==> config.mk <==
export PLATFORM = sky130hd
export DESIGN_NAME = if_id_skid_stage
export DESIGN_NICKNAME = d
export VERILOG_FILES = /design/src/rtl/if_id_skid_stage.sv
export SDC_FILE = /design/constraint.sdc
export NUM_CORES = 1
export LEC_CHECK = 0
export CORE_MARGIN = 3
export CORE_UTILIZATION = 40
export CTS_CLUSTER_DIAMETER = 150
export DETAILED_ROUTE_END_ITERATION = 16
export GPL_ROUTABILITY_DRIVEN = 0
export PLACE_DENSITY = 0.8
export SYNTH_ARGS = -nofsm -noshare
export SYNTH_HDL_FRONTEND = slang
export SYNTH_SLANG_ARGS = --single-unit
==> constraint.sdc <==
create_clock -name clk -period 2.85 [get_ports clk]
set_input_delay 0.57 -clock clk [delete_from_list [all_inputs] [get_ports clk]]
set_output_delay 0.57 -clock clk [all_outputs]
set_load 0.005 [all_outputs]
==> src/rtl/if_id_skid_stage.sv <==
// rtl/if_id_skid_stage.sv - IF/ID pipeline register with two-entry skid buffer and field decode
module if_id_skid_stage #(
  parameter logic [31:0] NOP_INSTR = 32'h0000_0000,
  parameter logic [31:0] RESET_PC  = 32'h0000_0000
) (
  input  logic        clk,
  input  logic        rst_n,
  input  logic        in_valid,
  output logic        in_ready,
  input  logic [31:0] in_pc,
  input  logic [31:0] in_instr,
  input  logic        flush,
  output logic        out_valid,
  input  logic        out_ready,
  output logic [31:0] out_pc,
  output logic [31:0] out_pc4,
  output logic [31:0] out_instr,
  output logic [5:0]  out_opcode,
  output logic [4:0]  out_rs,
  output logic [4:0]  out_rt,
  output logic [4:0]  out_rd,
  output logic [4:0]  out_shamt,
  output logic [5:0]  out_funct,
  output logic [15:0] out_imm16
);

  typedef enum logic [1:0] {EMPTY, ONE, TWO} state_t;
  typedef enum logic [1:0] {MAIN_HOLD, MAIN_IN, MAIN_SKID, MAIN_NOP} main_sel_t;

  state_t      state, next_state;
  main_sel_t   main_sel;
  logic        skid_load;
  logic        ready_q;
  logic        in_xfer, out_xfer;
  logic [31:0] main_pc, main_instr, skid_pc, skid_instr;

  assign in_xfer  = in_valid && ready_q;
  assign out_xfer = (state != EMPTY) && out_ready;

  always_comb begin
    next_state = state;
    main_sel   = MAIN_HOLD;
    skid_load  = 1'b0;
    if (flush) begin
      next_state = EMPTY;
      main_sel   = MAIN_NOP;
    end else begin
      case (state)
        EMPTY: if (in_xfer) begin
          next_state = ONE;
          main_sel   = MAIN_IN;
        end
        ONE: begin
          if (in_xfer && out_xfer) begin
            main_sel = MAIN_IN;
          end else if (in_xfer) begin
            next_state = TWO;
            skid_load  = 1'b1;
          end else if (out_xfer) begin
            next_state = EMPTY;
            main_sel   = MAIN_NOP;
          end
        end
        TWO: if (out_xfer) begin
          next_state = ONE;
          main_sel   = MAIN_SKID;
        end
        default: begin
          next_state = EMPTY;
          main_sel   = MAIN_NOP;
        end
      endcase
    end
  end

  // ready is registered from the next state so it never sees out_ready combinationally
  always_ff @(posedge clk) begin
    if (!rst_n) begin
      state      <= EMPTY;
      ready_q    <= 1'b1;
      main_pc    <= RESET_PC;
      main_instr <= NOP_INSTR;
      skid_pc    <= RESET_PC;
      skid_instr <= NOP_INSTR;
    end else begin
      state   <= next_state;
      ready_q <= (next_state != TWO);
      case (main_sel)
        MAIN_IN: begin
          main_pc    <= in_pc;
          main_instr <= in_instr;
        end
        MAIN_SKID: begin
          main_pc    <= skid_pc;
          main_instr <= skid_instr;
        end
        MAIN_NOP: begin
          main_pc    <= RESET_PC;
          main_instr <= NOP_INSTR;
        end
        default: begin
          main_pc    <= main_pc;
          main_instr <= main_instr;
        end
      endcase
      if (skid_load) begin
        skid_pc    <= in_pc;
        skid_instr <= in_instr;
      end
    end
  end

  assign in_ready   = ready_q;
  assign out_valid  = (state != EMPTY);
  assign out_pc     = main_pc;
  assign out_pc4    = main_pc + 32'd4;
  assign out_instr  = main_instr;
  assign out_opcode = main_instr[31:26];
  assign out_rs     = main_instr[25:21];
  assign out_rt     = main_instr[20:16];
  assign out_rd     = main_instr[15:11];
  assign out_shamt  = main_instr[10:6];
  assign out_funct  = main_instr[5:0];
  assign out_imm16  = main_instr[15:0];

endmodule
* Word-level counts from Yosys, hierarchy flattened
Index checks and enable logic that the tools add are counted.
Operators by class: div/mod/pow operators 0, equality and inequality tests 6, shifts and indexed selects 0, $lt $le $gt $ge 0, multiply operators 0, multiplexer cells 20, reduce and logical (&&, ||, !) cells 6, add/subtract/negate cells 1, bitwise logic cells 0
Operator list (number):
- 32-bit case mux with 3 select lines | 2
- 32-bit by 3-bit adder with 32-bit output (second input constant) | 1
- 2-bit 2-to-1 mux | 11
- 2-bit case mux with 3 select lines | 2
- 2-bit == test (second input constant) | 3
- 1-bit 2-to-1 mux | 5
- 2-bit by 1-bit == test with 1-bit output (second input constant) | 2
- 1-bit logical AND | 3
- 3-bit nonzero test | 1
- 2-bit logical NOT | 1
- 2-bit inequality test (second input constant) | 1
- 2-bit nonzero test | 1
Word-level totals: latch bits 0, memory bits (writable) 0, memories kept 0, ROM bits 0, input bits 69, logic and storage cells 39, output and inout bits 146, flip-flop bits (word level) 131

* Logic depth before layout (Yosys ltp)
Gate-level depths: netlist of the first run.
depth in word-level cells 9, mapped depth 7, depth with buffers taken out 5

* Worst setup path before layout of the first run
No wires, ideal clock.
path type register -> output, start point register main_pc[2], in the netlist out_pc[2], end point output out_pc4[30], path slack 823 ps, path buffers 1, stages on the path, launching flop included 7, data required time 2280 ps, data arrival time 1457 ps, cell sequence dfxtp_1 ha_1 nand3_1 nor2_1 clkbuf_1 nand4_1 xnor2_1
On the way: cells in the longest elaborated chain, start to end 1
Ends and longest elaborated chain:
- start, declared | RTL line 35 | logic [31:0] main_pc, main_instr, skid_pc, skid_instr;
- start signal, assigned | RTL line 90 | main_pc <= in_pc;
- start signal, assigned | RTL line 94 | main_pc <= skid_pc;
- start signal, assigned | RTL line 102 | main_pc <= main_pc;
- 32-bit by 3-bit adder with 32-bit output | RTL line 116 | assign out_pc4 = main_pc + 32'd4;
- end, declared | RTL line 16 | output logic [31:0] out_pc4,
Every way passes these cells.

* Worst setup path in the final report of the first run
start point register main_pc[3], in the netlist out_pc[3], end point output out_pc4[15]
The elaborated chain is that of the path after synthesis.

==> results of run 1 <==
[layer usage]
| metal | track usage, % | vias up | part of all wire, % |
|---|---|---|---|
| met5 | 0 | - | 0 |
| met3 | 4.940 | 25 | 4.8 |
| li1 | - | 2567 | - |
| met2 | 32.65 | 143 | 50 |
| met4 | 7.783 | 0 | 2.1 |
| met1 | 23.25 | 2454 | 43 |
[critical path, delay by kind of cell, from the launching register on]
kind | cells | cell delay [ns]
DFF | 1 | 0.39
and+or+nand+nor | 3 | 0.49
buffers and inverters | 2 | 0.75
xor gates and xnor gates | 1 | 0.14
[state kept, by name, indices dropped and copies added (netlist names)]
name        count
in_ready        1
skid_pc        32
skid_instr     32
out_pc         32
out_instr      32
state           2
[Yosys cell counts, drive strengths merged, types with 3 or more instances]
cell,number
nand2,139
dfxtp,131
a22o,128
buf,70
a21boi,64
clkbuf,30
xnor2,24
nand4,13
nand3,12
nor2,8
xor2,4
and2,3
and3,3
inv,3
[what timing repair did]
action	CTS	global route
setup buffers	1	2
setup endpoints to repair	22	19
pin swaps	3	5
resized for setup	23	25
[per-stage QoR]
| stage | utilization, % | total power, mW | hold slack, ns |
|---|---|---|---|
| floorplan | - | 2.144 | 0.4438 |
| global placement | 54.09 | 2.390 | 0.4491 |
| detailed placement | 54.09 | 2.396 | 0.4567 |
| CTS | 58.71 | 4.659 | 0.4649 |
| global route | 59.37 | 4.782 | 0.4810 |
| finish | 59.37 | 4.606 | 0.4622 |
[layout make-up]
| type | count | area, µm² | share of cell area (%) |
|---|---|---|---|
| clock buffers | 18 | 439.2 | 5.051 |
| multi-input cells | 417 | 2835 | 32.61 |
| repair buffers | 233 | 2330 | 26.80 |
| well taps | 184 | 230.2 | 2.648 |
| clock inverters | 14 | 178.9 | 2.058 |
| inverters | 3 | 11.26 | 0.1295 |
| flip-flops and latches | 131 | 2670 | 30.71 |
[worst paths after layout]
| check | startpoint | endpoint | cells past startpoint |
|---|---|---|---|
| worst max-delay path | out_pc[3] | out_pc4[15] | 6 |
| worst min-delay path | skid_pc[24] | skid_pc[24] | 2 |
| worst max register to register | state[1] | out_instr[23] | 5 |
| worst min register to register | skid_pc[24] | skid_pc[24] | 2 |
[where the power goes]
| group | total [mW] | internal (mW) | leakage, nW | switching (mW) |
|---|---|---|---|---|
| registers | 1.91 | 1.87 | 1.07 | 0.0468 |
| clock network | 2.25 | 1.41 | 0.294 | 0.843 |
| logic | 0.439 | 0.278 | 1.85 | 0.161 |
[kinds of logic (layout without fill, tap and decap cells)]
kind of cell | count (synthesis) | after routing
fa+ha+maj | 1 | 1
mux | 2 | 2
buf+inv | 103 | 268
flops | 131 | 131
compound gates | 196 | 196
xor+xnor | 28 | 28
simple gates | 190 | 190
==> results by group, run 1 <==
Status
  • Status: complete, no violations

Layout
  • Post-layout net count: 873
  • Layout cell share with drive strength beyond 1: 10.42%
  • Fill cells: 1283
  • Area grow syn2layout: 44.44%
  • Fin cells: 1000
  • Commonest cells after routing, fill and taps aside: 207 x clkdlybuf4s50_1, 138 x nand2_1, 128 x a22o_1
  • Post-route cell area: 8695 µm²
  • Commonest non-fill, non-tap cell in the layout: clkdlybuf4s50_1
  • # diodes: 0

CTS
  • Worst-Skew Late Latency: 0.42 ns
  • Clk sinks: 131
  • CTS root buffer: clkbuf_16
  • Max H-tree Level: 4
  • Max Buffers Root-to-Sink: 2
  • Num CTS Buffers: 17
  • CTS tree: built
  • Clk pin slew, worst setup/hold paths: 0.06 ns
  • Hold buffer count at CTS: 0

STA
  • Final Hold Fails: 0
  • Layout Skew: 0.005728 ns
  • Fin worst setup slack: 0.1094 ns
  • Pins Over Slew Limit: 0
  • Slew @ Worst Pin: 0.8750 ns
  • Unrepaired setup endpoints after global routing: no
  • Minimum clock period: 2.741 ns
  • Highest Clock Rate: 364.9 MHz
  • Max transition margin: 41.54%
  • Sum of negative setup slack: 0 ns
  • Fin crit share: 96.16%
  • Endpoints failing setup: 0

Drt
  • Aggregate routed wire length: 16010 µm
  • DR iter-0 viols: 253
  • Wire per inst: 16.01 µm
  • Drt via density: 5.189
  • Post-DRT Antenna Nets: 0
  • DR vias: 5189
  • DRC violations left: 0
  • Number of iterations in the first detailed-routing pass: 4

Worst hold path
  • Hold/Removal Path Class: register to register

Global route
  • Vias in the first global route: 5099
  • Initial antenna violation count: 0
  • First-pass GRT wire length: 25540 µm
  • GRT overflow: 0
  • Largest net degree at the start of global routing: 49
  • GRT Overall Usage: 19.24%

Yosys
  • Distinct cells, synth: 32
  • Ys Warns: 0
  • Synth area leaders: dfxtp_1 44%, a22o_1 19%, nand2_1 8.7%
  • Compound-Gate Fraction of Synth Area: 27.25%
  • Main synth FF type: dfxtp_1
  • Flops & latches, synth: 131
  • Post-synth EDFFs: 0
  • Multiplexer share of the synthesized area: 0.3326%
  • Cells after Synth: 651
  • Top cell type by total area after synthesis: dfxtp_1
  • Ys async rst share: 0%
  • Top-area cell type share of the netlist area: 43.57%
  • Sequential-to-total area share from yosys stat: 43.57%
  • Xor and xnor area share after synthesis: 4.074%
  • Adder-Cell Fraction of Synth Area: 0.2079%
  • Mapped cell area: 6020 µm²
  • Synth Area in Simple Gates: 13.91%
  • Syn_nets: 721
  • Synthesized area per cell: 9.247 µm²
  • Largest family of logic cells by synthesized area: compound AO/OA/AOI/OAI gates

Placement
  • Placed Area: 7921 µm²
  • # port buffers: 214
  • Post-Place Cells: 965
  • DP HPWL: 10630 µm
  • Post-Place Worst Slack: 0.04436 ns

Power and ir drop
  • Static Leak: 3.217 nW
  • Power density over the cells: 529.7 nW/µm²
  • Highest ir drop seen on vdd: 0.0003537 V

Floorplan
  • Initial Util: 41.11%
  • # rows: 44
  • Core ar.: 14640 µm²
  • # IOs: 215
  • Die area: 16560 µm²
  • Die outline height: 128.7 µm
  • Die X: 128.7 µm

Run
  • Max_cap viols: 0

Setup path
  • CP cell instances: nand4_1 > buf_4 > nor2_4 > nand4_1 > xnor2_1 > clkdlybuf4s50_1
  • Crit. End Element: output port
  • Max incr delay on CP: 0.52 ns
  • Crit path kind: register to output port
  • Crit-path slowest cell: clkdlybuf4s50_1
  • Max Fanout on Critical Path: 5
  • R2R setup slack: 0.73 ns
  • WP data required: 2.28 ns
  • Most frequent CP cell: nand4_1
  • Crit path DAT: 2.17 ns
  • Critical Path Start Type: register
(Power assumes the default switching activity.)
==> inputs of run 2 (changes only) <==
--- a/config.mk
+++ b/config.mk
@@ -8,6 +8,7 @@
 export CORE_MARGIN = 3
 export CORE_UTILIZATION = 40
 export CTS_CLUSTER_DIAMETER = 150
+export CTS_CLUSTER_SIZE = 8
 export DETAILED_ROUTE_END_ITERATION = 16
 export GPL_ROUTABILITY_DRIVEN = 0
 export PLACE_DENSITY = 0.8
==> results of run 2 <==
No change in the layout: final DEF, timing and power equal those of run 1.
